<file path="src/rtl/ram_port_arbiter.sv">
`timescale 1ns/1ps
// ram_port_arbiter
// Shares one synchronous-read RAM between the CPU control unit (port 0) and
// a DMA / program-loader master (port 1). Every access is a GNT cycle, with
// the strobe high, followed by a DONE cycle in which read data comes back.
// Under contention the grants alternate between the two ports. The CPU is
// held through cpu_stall until its access completes.
module ram_port_arbiter #(
  parameter int adlines   = 8,
  parameter int datalines = 16
) (
  input  logic                 clk,
  input  logic                 rstn,
  // CPU port
  input  logic                 cpu_read,
  input  logic                 cpu_write,
  input  logic [adlines-1:0]   cpu_addr,
  input  logic [datalines-1:0] cpu_wdata,
  output logic [datalines-1:0] cpu_rdata,
  output logic                 cpu_stall,
  // DMA / loader port
  input  logic                 dma_req,
  input  logic                 dma_we,
  input  logic [adlines-1:0]   dma_addr,
  input  logic [datalines-1:0] dma_wdata,
  output logic                 dma_ack,
  output logic [datalines-1:0] dma_rdata,
  // Physical RAM
  output logic [adlines-1:0]   ram_addr,
  output logic                 ram_read,
  output logic                 ram_write,
  output logic [datalines-1:0] ram_wdata,
  input  logic [datalines-1:0] ram_rdata
);

  typedef enum logic [2:0] {
    IDLE,
    CPU_GNT,
    CPU_DONE,
    DMA_GNT,
    DMA_DONE
  } state_t;

  // Which port was served most recently. Round-robin hands a tie to the other port.
  localparam logic GRANT_CPU = 1'b0;
  localparam logic GRANT_DMA = 1'b1;

  state_t                 r_state;
  state_t                 w_next_state;
  logic                   r_last_grant;
  logic                   r_cpu_is_read;   // in-flight CPU access is a read
  logic                   r_dma_is_read;   // in-flight DMA access is a read
  logic [datalines-1:0]   r_cpu_rdata_hold;
  logic                   w_cpu_req;

  assign w_cpu_req = cpu_read | cpu_write;

  // Next-state selection. Requests are looked at only in IDLE and DONE states.
  always_comb begin
    // NOTE: default assigned first so every path drives w_next_state and no latch is inferred.
    w_next_state = r_state;
    case (r_state)
      IDLE: begin
        if (w_cpu_req && dma_req) begin
          w_next_state = (r_last_grant == GRANT_DMA) ? CPU_GNT : DMA_GNT;
        end else if (w_cpu_req) begin
          w_next_state = CPU_GNT;
        end else if (dma_req) begin
          w_next_state = DMA_GNT;
        end
      end
      CPU_GNT:  w_next_state = CPU_DONE;
      // The port just served is ignored here. Only the other port can chain in directly.
      CPU_DONE: w_next_state = dma_req ? DMA_GNT : IDLE;
      DMA_GNT:  w_next_state = DMA_DONE;
      DMA_DONE: w_next_state = w_cpu_req ? CPU_GNT : IDLE;
      default:  w_next_state = IDLE;
    endcase
  end

  // State register. A synchronous reset aborts any in-flight access.
  always_ff @(posedge clk) begin
    // NOTE: sequential state uses non-blocking assignments so all registers update from pre-edge values.
    if (!rstn) begin
      r_state <= IDLE;
    end else begin
      r_state <= w_next_state;
    end
  end

  // Latch the winning port's address, data and strobe on entry to its GNT state.
  // Strobes default low, so they are high for exactly the one GNT cycle.
  always_ff @(posedge clk) begin
    if (!rstn) begin
      ram_read      <= 1'b0;
      ram_write     <= 1'b0;
      ram_addr      <= '0;
      ram_wdata     <= '0;
      r_last_grant  <= GRANT_DMA;
      r_cpu_is_read <= 1'b0;
      r_dma_is_read <= 1'b0;
    end else begin
      ram_read  <= 1'b0;
      ram_write <= 1'b0;
      if (w_next_state == CPU_GNT) begin
        // A CPU request is known to be present here, so "not a write" means a read.
        // A write wins when both CPU strobes are high.
        ram_addr      <= cpu_addr;
        ram_wdata     <= cpu_wdata;
        ram_write     <= cpu_write;
        ram_read      <= ~cpu_write;
        r_cpu_is_read <= ~cpu_write;
        r_last_grant  <= GRANT_CPU;
      end else if (w_next_state == DMA_GNT) begin
        ram_addr      <= dma_addr;
        ram_wdata     <= dma_wdata;
        ram_write     <= dma_we;
        ram_read      <= ~dma_we;
        r_dma_is_read <= ~dma_we;
        r_last_grant  <= GRANT_DMA;
      end
    end
  end

  // Keep the last CPU read result so cpu_rdata stays stable after DONE.
  always_ff @(posedge clk) begin
    if (!rstn) begin
      r_cpu_rdata_hold <= '0;
    end else if (r_state == CPU_DONE && r_cpu_is_read) begin
      r_cpu_rdata_hold <= ram_rdata;
    end
  end

  // CPU-facing outputs. The stall drops in the DONE cycle so the CPU samples
  // the data at the edge that ends DONE.
  assign cpu_stall = w_cpu_req && (r_state != CPU_DONE);
  assign cpu_rdata = (r_state == CPU_DONE && r_cpu_is_read) ? ram_rdata : r_cpu_rdata_hold;

  // DMA-facing outputs. The ack pulses for the single DONE cycle.
  assign dma_ack   = (r_state == DMA_DONE);
  assign dma_rdata = (r_state == DMA_DONE && r_dma_is_read) ? ram_rdata : '0;

endmodule

</file>
<file path="config.mk">
export PLATFORM = sky130hd
export DESIGN_NAME = ram_port_arbiter
export DESIGN_NICKNAME = d
export VERILOG_FILES = /design/src/rtl/ram_port_arbiter.sv
export SDC_FILE = /design/constraint.sdc
export NUM_CORES = 1
export LEC_CHECK = 0
export ABC_AREA = 1
export CAP_MARGIN = 20
export CORE_MARGIN = 1.5
export CORE_UTILIZATION = 39
export DETAILED_ROUTE_END_ITERATION = 10
export HOLD_SLACK_MARGIN = 0.1
export PLACE_DENSITY_LB_ADDON = 0.3
export SLEW_MARGIN = 0
export SYNTH_ARGS = -nofsm -noshare
export SYNTH_HDL_FRONTEND = slang
export SYNTH_SLANG_ARGS = --single-unit
</file>
<file path="constraint.sdc">
create_clock -name clk -period 1.7 [get_ports clk]
set_input_delay 0.255 -clock clk [delete_from_list [all_inputs] [get_ports clk]]
set_output_delay 0.255 -clock clk [all_outputs]
set_load 0.02 [all_outputs]
</file>
; ---- Word-level counts from Yosys, hierarchy flattened
; Index checks and enable logic that the tools add are counted.
[word_totals]
ff_bits = 48
[classes]
n_bitwise = 4
n_reduce_logical = 7
n_eq_ne = 7
mux = 19
[ops]
columns = op, count
row1 = 16-bit two-way mux, 4
row2 = 8-bit two-way mux, 2
row3 = 3-bit one-hot mux with 5 select lines, 1
row4 = 3-bit by 2-bit equality test with 1-bit output (second input constant), 3
row5 = 3-bit two-way mux, 3
row6 = 1-bit two-way mux, 7
row7 = 3-bit by 1-bit equality test with 1-bit output (second input constant), 2
row8 = 1-bit logical AND, 4
row9 = 2-bit two-way mux, 2
row10 = 3-bit equality test (second input constant), 1
row11 = 3-bit zero test, 1
row12 = 3-bit by 2-bit != test with 1-bit output (second input constant), 1
row13 = 1-bit inverter, 3
row14 = 2-bit AND reduction, 1
row15 = 2-bit nonzero test, 1
row16 = 1-bit OR, 1

; ---- Longest topological paths before layout
; Gate-level depths: netlist of run 1.
[logic_depth]
ltp_word = 7
depth_mapped = 9
mapped_depth_nobuf = 9

; ---- Worst setup path after synthesis of run 1
; OpenSTA, ideal clock, no wires.
[synth_timing]
path_type = register to output
from = register r_state[2]
to = output port dma_rdata[10]
path_stages_with_launch = 6
setup_slack_ns = -0.223
t_arrival_ns = 1.668
cell_sequence = dfxtp_1 > inv_2 > nor3_1 > nand2_2 > buf_2 > nor2_1
[synth_between]
elab_chain_len = 3
[synth_lines]
columns = item, line_no
row1 = start: declaration, 48  ; state_t r_state;
row2 = start signal: assignment, 87  ; r_state <= w_next_state;
row3 = 3-bit equality test, -
row4 = via dma_ack, 26  ; output logic dma_ack,
row5 = 1-bit logical AND, 141  ; assign dma_rdata = (r_state == DMA_DONE && r_dma_is_read) ? ram_rdata : '0;
row6 = 16-bit two-way mux, 141
row7 = end: declaration, 27  ; output logic [datalines-1:0] dma_rdata,
; The timed path passes the listed nets, and every way through them passes these cells.

; ---- Worst setup path in the final report of run 1
[layout_timing]
from = register r_state[1]
to = output port cpu_rdata[6]
[layout_between]
elab_chain_len = 3
[layout_lines]
columns = item, line_no
row1 = 3-bit by 2-bit equality test with 1-bit output, 137  ; assign cpu_rdata = (r_state == CPU_DONE && r_cpu_is_read) ? ram_rdata : r_cpu_rdata_hold;
row2 = 1-bit logical AND, 137
row3 = 16-bit two-way mux, -
row4 = end: declaration, 19  ; output logic [datalines-1:0] cpu_rdata,
; No other way between the ends.

==> reports/results.tsv, run 1 <==
stage	metric	value	unit
detailed_routing	DRC	0	
synth	most frequent cell after synthesis	inv_1	
clock_network	clock tree from TritonCTS	built	
layout	Final Cell Area	0.00443	mm^2
synth	main combinational cell family by area after synthesis	simple AND/OR/NAND/NOR gates	
critical_path	crit-path leading delay family	buffers and inverters	
critical_path	CP Buf/Inv Count	5	
detailed_routing	Initial DRT Pass Iterations	4	
timing	RSZ-0062 raised after global routing	yes	
global_route	total global routing overflow	0	
floorplan	Initial Utilization	40.6	%
global_route	largest net degree at the start of global routing	39	
clock_network	clk_lat worst skew	0.30	ns
synth	Mapped Avg Cell Area	6.89	um^2
clock_network	CTS buffer count	5	
timing	setup violators final	23	
floorplan	die width	81.8	um
synth	proportion of synthesized area in mux cells	0	%
clock_network	clock slew at reported path FFs	0.09	ns
timing	Slew @ Worst Pin	0.324	ns
floorplan	IO Count	130	
critical_path	Worst Path Arrival	1.62	ns
floorplan	Die Ht	81.8	um
layout	Ant. Diodes	0	
synth	cell count after synthesis	351	
timing	period utilization	110	%
flow_run	max-cap viol count	0	
timing	skew final	0.0110	ns
power_and_ir_drop	P per Cell Area	783	mW/mm^2
synth	post-synthesis register bit count	48	
place	Detail Placement HPWL	4860	um
synth	syn_nets	421	
detailed_routing	via count	2732	
floorplan	row cnt	28	
critical_path	most used cell, CP	buf_6	
synth	Synth Area in Compound Gates	15.7	%
synth	Synth Area in Adders	0	%
synth	Synth top area share	39.7	%
synth	Post-Synth Simple-Gate Area	27.0	%
layout	area delta synth->final	83.2	%
run_status	outcome	complete, but fails checks	
detailed_routing	routed wire length	7540	um
place	GP Congestion	0.817	
global_route	number of global-route vias before repair	2409	
timing	fin. max-slew vios	0	
timing	f_max	0.534	GHz
synth	ys async rst share	0	%
floorplan	Core Area	0.00596	mm^2
critical_path	CP Capture Type	primary output	
run_status	failing checks	setup timing	
synth	xor and xnor area share after synthesis	0	%
timing	Final WS setup	-0.172	ns
critical_path	reg2reg setup slack	0.19	ns
detailed_routing	Routed WL per cell	12.7	um
worst_hold_path	Hold Path Class	register to register	
timing	Total Neg Setup Slack	-2.19	ns
critical_path	Slowest cell on crit path	dfxtp_2	
synth	Top FF cell, synth	dfxtp_1	
global_route	initial antenna violation count	0	
critical_path	critical path class	register to primary output	
synth	Synth warnings	0	
detailed_routing	initial drt markers	80	
place	Place WS	-0.194	ns
global_route	first-pass GRT wire length	10500	um
clock_network	Post-CTS Hold Buffers	0	
place	Post-DP Area	0.00398	mm^2
layout	final net count	586	
layout	fillcell total	452	
critical_path	CP Max Fanout	5	
synth	Synth area leader	dfxtp_1	
critical_path	CP Cell Sequence	inv_2 > nor2_4 > nand3_4 > buf_16 > buf_6 > o21ai_2 > inv_1 > buf_6	
global_route	gr usage total	19.9	%
clock_network	H-tree Lvls	2	
timing	Final min period	1.87	ns
timing	hold slack final	0.495	ns
detailed_routing	Routed Antenna Nets	0	
detailed_routing	drt via density	4.61	
synth	Post-synth top cells	79 x inv_1, 54 x nor2_1, 48 x dfxtp_1, 43 x nand2_1, 34 x nand3_1	
clock_network	Clock Sinks	48	
critical_path	startpoint type of the worst setup path	register	
synth	Area contributors post-synth	dfxtp_1 40%, inv_1 12%, nor2_1 8.4%, nand3_1 7.0%, nand2_1 6.7%	
synth	register area share after synthesis	39.7	%
synth	number of synthesized flops with an enable pin	0	
place	PortBufs	129	
floorplan	DIE AREA	0.00669	mm^2
clock_network	clock buffer depth	2	
timing	Slew HR	78.4	%
timing	Hold Fails Final Rpt	0	
clock_network	clk root buf	clkbuf_8	
power_and_ir_drop	Worst VDD drop	523	uV
synth	cell area after synthesis	0.00242	mm^2
synth	library cells used by synthesis	24	
critical_path	CP Data Required Time	1.44	ns
power_and_ir_drop	Pleak	2.14	nW
layout	layout cells sized above 1	31.3	%
critical_path	crit-path max cell delay	0.34	ns
==> repair_timing <==
item	in CTS	in global routing
endpoints found under the setup margin	34	33
pin swaps	0	15
cloned	1	3
setup buffers	4	12
gates resized for setup	149	84
==> registers in the layout (all words and copies together) (netlist names) <==
signal	flops
r_cpu_rdata_hold	16
ram_wdata	16
ram_addr	8
r_state	3
r_cpu_is_read	1
r_dma_is_read	1
r_last_grant	1
ram_read	1
ram_write	1
==> layout make-up <==
| type | instances | area (um^2) | share of cell area [%] |
|---|---|---|---|
| Timing Repair Buffer | 175 | 1750 | 39.5 |
| Multi-Input combinational cell | 204 | 1220 | 27.4 |
| Sequential cell | 48 | 967 | 21.8 |
| Inverter | 82 | 310 | 7.00 |
| Tap cell | 75 | 93.8 | 2.12 |
| Clock buffer | 7 | 86.3 | 1.95 |
| Clock inverter | 1 | 7.51 | 0.169 |
==> where the power goes <==
group	internal, mW	switching (mW)	leakage (nW)
registers	1.25	0.0710	0.395
logic	0.727	0.726	1.70
clock network	0.331	0.369	0.0445
==> cells by family (layout without fill, tap and decap cells) <==
family	after synthesis	in the layout
AND/OR/NAND/NOR	146	147
buffers and inverters	100	265
AO/OA/AOI/OAI	57	57
flip-flops	48	48
==> worst reg2reg max path, stage by stage, from the launching register on <==
cell and delay [ns]:
dfxtp_2 0.33, buf_4 0.14, buf_4 0.14, nor2_2 0.11, nand2_2 0.09, o21ai_2 0.19
buf_12 0.20, nand2_1 0.07, nand3_1 0.09, nand2_1 0.06, inv_1 0.04
==> per-layer routing <==
layer	track usage, %	wire (um)	share of wire, %	vias up
met5	0	0	0	-
met4	4.58	106	1.4	0
met2	38.4	4020	53	73
met3	3.78	408	5.4	8
met1	22.3	3010	40	1263
li1	-	-	-	1388
==> cells in the final DEF (no fill, tap or decap), types with 2 or more instances in the layout <==
master	n
clkdlybuf4s50_1	95
inv_1	71
nor2_1	45
dfxtp_1	45
nand2_1	36
buf_4	35
nand3_1	33
a21oi_1	25
buf_6	22
a21oi_2	14
nand2_2	12
inv_2	10
o21ai_2	10
buf_2	10
nor2_2	8
o21ai_4	7
clkbuf_8	6
buf_12	6
nor2_4	5
clkbuf_16	2
dfxtp_2	2
buf_8	2
==> through the flow <==
| step | cells | util [%] | total power [mW] |
|---|---|---|---|
| after CTS | 578 | 67.8 | 3.37 |
| after detailed placement | 565 | 66.8 | 2.67 |
| final | 592 | 74.5 | 3.47 |
| after global placement | 565 | 66.8 | 2.64 |
| after global routing | 592 | 74.5 | 3.66 |
| after floorplan | 351 | - | 2.04 |
==> path summary, 6_finish.rpt <==
check        depth (start not counted)      endpoint       start
max reg2reg                         10  ram_wdata[9]  r_state[1]
min reg2reg                          1    r_state[2]  r_state[2]
min                                  1    r_state[2]  r_state[2]
max                                  8  cpu_rdata[6]  r_state[1]
No activity file was read; power rests on OpenSTA's default activity.
==> run 2: changes to the inputs <==
--- a/config.mk
+++ b/config.mk
@@ -8,7 +8,7 @@
 export ABC_AREA = 1
 export CAP_MARGIN = 20
 export CORE_MARGIN = 1.5
-export CORE_UTILIZATION = 39
+export CORE_UTILIZATION = 35
 export DETAILED_ROUTE_END_ITERATION = 10
 export HOLD_SLACK_MARGIN = 0.1
 export PLACE_DENSITY_LB_ADDON = 0.3
==> constraint.sdc (replaced) <==
create_clock -name clk -period 1.61 [get_ports clk]
set_input_delay 0.2415 -clock clk [delete_from_list [all_inputs] [get_ports clk]]
set_output_delay 0.2415 -clock clk [all_outputs]
set_load 0.02 [all_outputs]
==> run 2 against run 1 <==
First-iteration DRC count grew 21%. Die area grew 11%. Non-clock buffer count grew 12. Clock power grew 6.7%. The run still ends with setup timing left. Largest cell class unchanged. Largest power group unchanged. Global-route usage is essentially flat. Combinational power grew 19%.
==> reports/results.tsv, run 2 (synthesized netlist as in run 1, its figures left out) <==
stage	metric	value	unit	change
run_status	outcome	complete, but fails checks		
run_status	failing checks	setup timing		
detailed_routing	DRC	0		unchanged
clock_network	H-tree Lvls	2		unchanged
power_and_ir_drop	Net Switching	1.31	mW	+13%
clock_network	CTS buffer count	5		unchanged
timing	setup violators final	33		+43%
layout	layout cells sized above 1	36.5	%	+5.1 points
flow_run	max-cap viol count	0		unchanged
timing	Final min period	1.83	ns	
layout	final net count	598		+2.0%
floorplan	die width	86.2	um	+5.4%
timing	Hold Fails Final Rpt	0		unchanged
layout	final non-filler cell total	609		+2.9%
place	Post-DP Area	0.00407	mm^2	+2.3%
place	placed insts	579		+2.5%
timing	f_max	0.545	GHz	
critical_path	startpoint type of the worst setup path	register		
global_route	initial antenna violation count	0		unchanged
power_and_ir_drop	P per Cell Area	804	mW/mm^2	+2.6%
floorplan	Die Ht	86.2	um	+5.4%
worst_hold_path	Hold Path Origin	r_last_grant		
place	Place WS	-0.288	ns	-0.0943 ns
floorplan	IO Count	130		unchanged
detailed_routing	via count	2789		+2.1%
power_and_ir_drop	total internal power	2.56	mW	+11%
timing	Slew @ Worst Pin	0.428	ns	+0.104 ns
critical_path	R2R depth	9		-1
worst_hold_path	hold path cells	2		+1
layout	Top Registers	r_cpu_rdata_hold x16, ram_wdata x16, ram_addr x8		
clock_network	clock buffer depth	2		unchanged
clock_network	clk root buf	clkbuf_8		
clock_network	Post-CTS Hold Buffers	0		unchanged
power_and_ir_drop	Clock Power Share	19.3	%	-0.9 points
detailed_routing	Routed WL per cell	13.3	um	+4.2%
clock_network	clk_lat worst skew	0.30	ns	about the same
timing	fin. max-slew vios	0		unchanged
floorplan	Initial Utilization	35.8	%	-4.8 points
timing	period utilization	114	%	
worst_hold_path	Hold Path Class	register to register		
power_and_ir_drop	switch share	33.9	%	+0.31 points
global_route	total global routing overflow	0		unchanged
timing	Final WS setup	-0.224	ns	-0.0518 ns
timing	Slew HR	71.4	%	-6.9 points
detailed_routing	Routed Antenna Nets	0		unchanged
timing	skew final	0.00974	ns	-0.00123 ns
floorplan	Core Area	0.00676	mm^2	+13%
critical_path	worst reg2reg path startpoint	r_state[2]		
layout	area delta synth->final	99.2	%	
power_and_ir_drop	Worst VDD drop	403	uV	-23%
detailed_routing	drt via density	4.58		-0.76%
worst_hold_path	Worst Hold End	r_last_grant		
detailed_routing	Initial DRT Pass Iterations	4		unchanged
place	Detail Placement HPWL	4790	um	-1.4%
detailed_routing	initial drt markers	97		+21%
power_and_ir_drop	Pleak	2.22	nW	+3.8%
power_and_ir_drop	Gate power share	44.6	%	+2.8 points
detailed_routing	routed wire length	8080	um	+7.2%
place	GP Congestion	0.733		-10%
clock_network	clock tree from TritonCTS	built		
timing	RSZ-0062 raised after global routing	yes		
clock_network	Clock Sinks	48		unchanged
critical_path	reg2reg setup slack	0.05	ns	-0.14 ns
global_route	gr usage total	19.9	%	-0.033 points
critical_path	critical path class	register to primary output		
power_and_ir_drop	Flop pwr share	36.1	%	-1.9 points
layout	Final Cell Area	0.00482	mm^2	+8.7%
global_route	first-pass GRT wire length	11600	um	+11%
place	PortBufs	129		unchanged
layout	commonest non-fill, non-tap cell in the layout	clkdlybuf4s50_1		
floorplan	row cnt	30		+7.1%
critical_path	CP Capture Type	primary output		
critical_path	Worst Path Arrival	1.59	ns	-0.03 ns
critical_path	reg2reg end	ram_wdata[7]		
layout	Ant. Diodes	0		unchanged
critical_path	CP Max Fanout	8		+3
global_route	number of global-route vias before repair	2557		+6.1%
critical_path	CP Data Required Time	1.37	ns	-0.07 ns
clock_network	clock slew at reported path FFs	0.09	ns	about the same
layout	most frequent cells in the layout	95 x clkdlybuf4s50_1, 68 x inv_1, 45 x buf_4, 45 x dfxtp_1, 37 x nor2_1		
global_route	largest net degree at the start of global routing	29		-26%
floorplan	DIE AREA	0.00742	mm^2	+11%
[run 2: changes by cell type in the layout (fill, tap and decap cells not counted), sizes merged]
| cell | previous run | this run |
|---|---|---|
| buf | 76 | 88 |
| clkinvlp | 1 | 0 |
| clkbuf | 10 | 11 |
| bufbuf | 0 | 1 |
| dlygate4sd2 | 1 | 0 |
[run 2: critical path, stage by stage, from the launching register on]
cell and delay [ns]:
dfxtp_2 0.35, inv_2 0.05, nor2_4 0.11, nand3_4 0.11
bufbuf_16 0.30, o21ai_4 0.13, inv_1 0.07, buf_4 0.16
[run 2: what timing repair did]
action / 4_1_cts / 5_1_grt
setup endpoints to repair: 34 / 58
gates cloned: 4 / 4
gates resized for setup: 230 / 65
buffers inserted: 7 / 7
hold endpoints to repair: 0 / 0
pin swaps: 7 / 12
[run 2: worst max path at each step]
stage | depth (start not counted) | slack [ns] | start | end
after floorplan | 5 | 0.07 | r_state[2] | dma_rdata[10]
after global placement | 5 | -0.23 | r_state[1] | dma_rdata[6]
after detailed placement | 5 | -0.29 | r_state[1] | dma_rdata[8]
after CTS | 8 | -0.18 | r_state[1] | cpu_rdata[6]
after global routing | 6 | -0.28 | r_state[2] | cpu_rdata[4]
final | 7 | -0.22 | r_state[1] | cpu_rdata[4]
[run 2: per-stage QoR]
step           utilization, %  total power [mW]  setup TNS (ns)  hold WS, ns
4_1_cts                  66.2              3.72           -3.85        0.470
3_3_place_gp             60.2              2.85           -8.48        0.443
6_report                 71.4              3.87           -5.62        0.500
2_1_floorplan               -              2.15               0        0.332
3_5_place_dp             60.2              2.87           -9.88        0.450
5_1_grt                  71.4              4.08           -7.51        0.511
[run 2: power by group through the flow]
stage,logic [mW],registers (mW),clock network [mW]
2_1_floorplan,0.635,1.52,0
3_3_place_gp,1.44,1.41,0
3_5_place_dp,1.46,1.41,0
4_1_cts,1.56,1.39,0.769
5_1_grt,1.85,1.41,0.814
6_report,1.73,1.40,0.747
[run 2: cell type report]
cell class | count | area, um^2
inverter | 82 | 310
sequential | 48 | 967
clock buffer | 8 | 90.1
timing repair buffer | 187 | 1950
multi-input combinational | 204 | 1400
fill | 511 | 1940
tap | 80 | 100
[run 2: metal layers]
metal  up-vias  global-route usage, %  routed length (um)
met5         -                      0                   0
met4         0                   7.77                 214
met3        19                   4.23                 386
met2        90                   35.6                4140
met1      1264                   23.0                3340
li1       1416                      -                   -
==> run 3: changes to the inputs <==
--- a/config.mk
+++ b/config.mk
@@ -8,10 +8,12 @@
 export ABC_AREA = 1
 export CAP_MARGIN = 20
 export CORE_MARGIN = 1.5
-export CORE_UTILIZATION = 35
+export CORE_UTILIZATION = 36
+export CTS_BUF_LIST = sky130_fd_sc_hd__clkbuf_8
 export DETAILED_ROUTE_END_ITERATION = 10
 export HOLD_SLACK_MARGIN = 0.1
 export PLACE_DENSITY_LB_ADDON = 0.3
+export REMOVE_ABC_BUFFERS = 1
 export SLEW_MARGIN = 0
 export SYNTH_ARGS = -nofsm -noshare
 export SYNTH_HDL_FRONTEND = slang
==> run 3 against run 2 <==
The flow finishes with violations (DRC, setup timing). Highest routed layer unchanged. Sequential share of layout area fell by 0.067 points. Core utilization rose by 4.0 points. First-iteration DRC count fell by 7.2%. Global-route usage rose by 0.44 points. Combinational power rose by 3%. Clock power rose by 3.3%. Flip-flop and latch count did not move. Hold slack got worse by 0.022 ns. Setup slack improved by 0.028 ns. Power rose by 1.7%. Maximum frequency rose by 1.5%.
==> reports/results.tsv, run 3 (synthesized netlist as in run 1, its figures left out) <==
stage	metric	value	unit	change
critical_path	Worst Path Arrival	1.56	ns	-0.03 ns
layout	utilization after layout	75.3	%	+4.0 points
run_status	outcome	complete, but fails checks		
critical_path	startpoint type of the worst setup path	register		
floorplan	Core Area	0.00642	mm^2	-4.9%
detailed_routing	Initial DRT Pass Iterations	7		+3
clock_network	Clock Sinks	48		unchanged
place	GP Congestion	0.756		+3.1%
timing	Hold Fails Final Rpt	0		unchanged
layout	layout cells sized above 1	38.0	%	+1.5 points
critical_path	CP Max Fanout	8		unchanged
layout	Ant. Diodes	0		unchanged
layout	most frequent cells in the layout	95 x clkdlybuf4s50_1, 66 x inv_1, 63 x buf_4		
place	placed insts	581		+0.35%
critical_path	reg2reg end	ram_wdata[2]		
timing	Total Neg Setup Slack	-4.42	ns	+1.19 ns
global_route	initial antenna violation count	0		unchanged
critical_path	reg2reg setup slack	0.04	ns	about the same
global_route	first-pass GRT wire length	11900	um	+2.4%
clock_network	clk root buf	clkbuf_8		
floorplan	IO Count	130		unchanged
clock_network	H-tree Lvls	2		unchanged
clock_network	CTS buffer count	5		unchanged
place	Detail Placement HPWL	5200	um	+8.6%
global_route	number of global-route vias before repair	2713		+6.1%
critical_path	worst reg2reg path startpoint	r_state[1]		
layout	area delta synth->final	99.9	%	
timing	setup violators final	30		-9.1%
critical_path	CP Capture Type	primary output		
worst_hold_path	Hold Path Class	register to register		
timing	Slew @ Worst Pin	0.330	ns	-0.0976 ns
timing	skew final	0.00817	ns	-0.00157 ns
flow_run	max-cap viol count	0		unchanged
floorplan	Die Ht	85.0	um	-1.4%
worst_hold_path	Hold Path Origin	r_last_grant		
critical_path	CP Data Required Time	1.37	ns	about the same
detailed_routing	Routed WL per cell	13.6	um	+2.6%
detailed_routing	Routed Antenna Nets	0		unchanged
detailed_routing	drt via density	4.66		+1.7%
detailed_routing	DRC	11		+11
detailed_routing	initial drt markers	90		-7.2%
timing	fin. max-slew vios	0		unchanged
layout	commonest non-fill, non-tap cell in the layout	clkdlybuf4s50_1		
layout	final non-filler cell total	617		+1.3%
place	PortBufs	129		unchanged
global_route	gr usage total	20.3	%	+0.44 points
timing	Slew HR	78.0	%	+6.5 points
power_and_ir_drop	P per Cell Area	814	mW/mm^2	+1.3%
floorplan	row cnt	29		-3.3%
power_and_ir_drop	Pleak	2.27	nW	+2.2%
critical_path	critical path class	register to primary output		
timing	Final min period	1.81	ns	-0.0280 ns
clock_network	Post-CTS Hold Buffers	0		unchanged
global_route	total global routing overflow	0		unchanged
clock_network	clock buffer depth	2		unchanged
floorplan	die width	85.0	um	-1.4%
power_and_ir_drop	Worst VDD drop	550	uV	+37%
clock_network	clk_lat worst skew	0.29	ns	about the same
timing	Final WS setup	-0.196	ns	+0.0280 ns
timing	period utilization	112	%	-1.7 points
global_route	largest net degree at the start of global routing	22		-24%
run_status	failing checks	DRC, setup timing		
clock_network	clock tree from TritonCTS	built		
detailed_routing	via count	2875		+3.1%
detailed_routing	routed wire length	8400	um	+3.9%
clock_network	clock slew at reported path FFs	0.10	ns	about the same
layout	fillcell total	464		-9.2%
layout	Top Registers	r_cpu_rdata_hold x16, ram_wdata x16, ram_addr x8		
timing	f_max	0.554	GHz	+1.5%
critical_path	R2R depth	9		unchanged
timing	RSZ-0062 raised after global routing	yes		
floorplan	DIE AREA	0.00722	mm^2	-2.7%
worst_hold_path	hold path cells	2		unchanged
floorplan	Initial Utilization	37.7	%	+1.9 points
worst_hold_path	Worst Hold End	r_last_grant		
layout	final net count	609		+1.8%
==> run 3: through the flow <==
step           worst slack, ns  hold slack (ns)  area [um^2]  total power [mW]
6_report                -0.196            0.479         4840              3.94
5_1_grt                 -0.289            0.505         4840              4.14
3_5_place_dp            -0.373            0.462         4070              2.87
2_1_floorplan           -0.445            0.310         2300              2.07
3_3_place_gp            -0.248            0.436         4070              2.84
4_1_cts                 -0.202            0.486         4320              3.70
==> run 3: cell type report <==
type | count | area, um^2 | share of cell area [%]
Clock buffer | 6 | 82.6 | 1.71
Clock inverter | 2 | 13.8 | 0.285
Inverter | 82 | 308 | 6.36
Multi-Input combinational cell | 203 | 1320 | 27.2
Sequential cell | 48 | 967 | 20.0
Tap cell | 77 | 96.3 | 1.99
Timing Repair Buffer | 199 | 2050 | 42.5
==> run 3: worst max-delay path by stage <==
stage	startpoint	slack, ns	to
finish	r_state[1]	-0.20	cpu_rdata[11]
global route	r_state[1]	-0.29	cpu_rdata[11]
CTS	r_state[1]	-0.20	cpu_rdata[4]
detailed placement	r_state[2]	-0.37	dma_rdata[1]
global placement	r_state[0]	-0.25	dma_rdata[12]
floorplan	r_state[1]	-0.45	cpu_rdata[0]
==> run 3: worst max-delay path, stage by stage, from the launching register on <==
cell and delay [ns]:
dfxtp_2 0.35, inv_2 0.05, nor2_4 0.14, nand3_4 0.17
buf_12 0.20, o21ai_2 0.14, inv_1 0.07, buf_4 0.16
==> run 3: power by group <==
group	internal (mW)	total [mW]	switching [mW]
clock network	0.352	0.772	0.420
registers	1.32	1.39	0.0719
logic	0.923	1.78	0.852
==> run 3: routing by layer <==
metal | track usage (%) | part of all wire (%) | vias up
met5 | 0 | 0 | -
met4 | 6.41 | 1.2 | 0
met3 | 8.37 | 9.8 | 9
met2 | 36.0 | 52 | 110
met1 | 22.0 | 37 | 1320
li1 | - | - | 1436
==> run 3: what timing repair did <==
action,in CTS,in global routing
pin swaps,4,16
gates cloned,2,5
buffers inserted,8,14
endpoints found under the setup margin,34,61
resized for setup,201,78
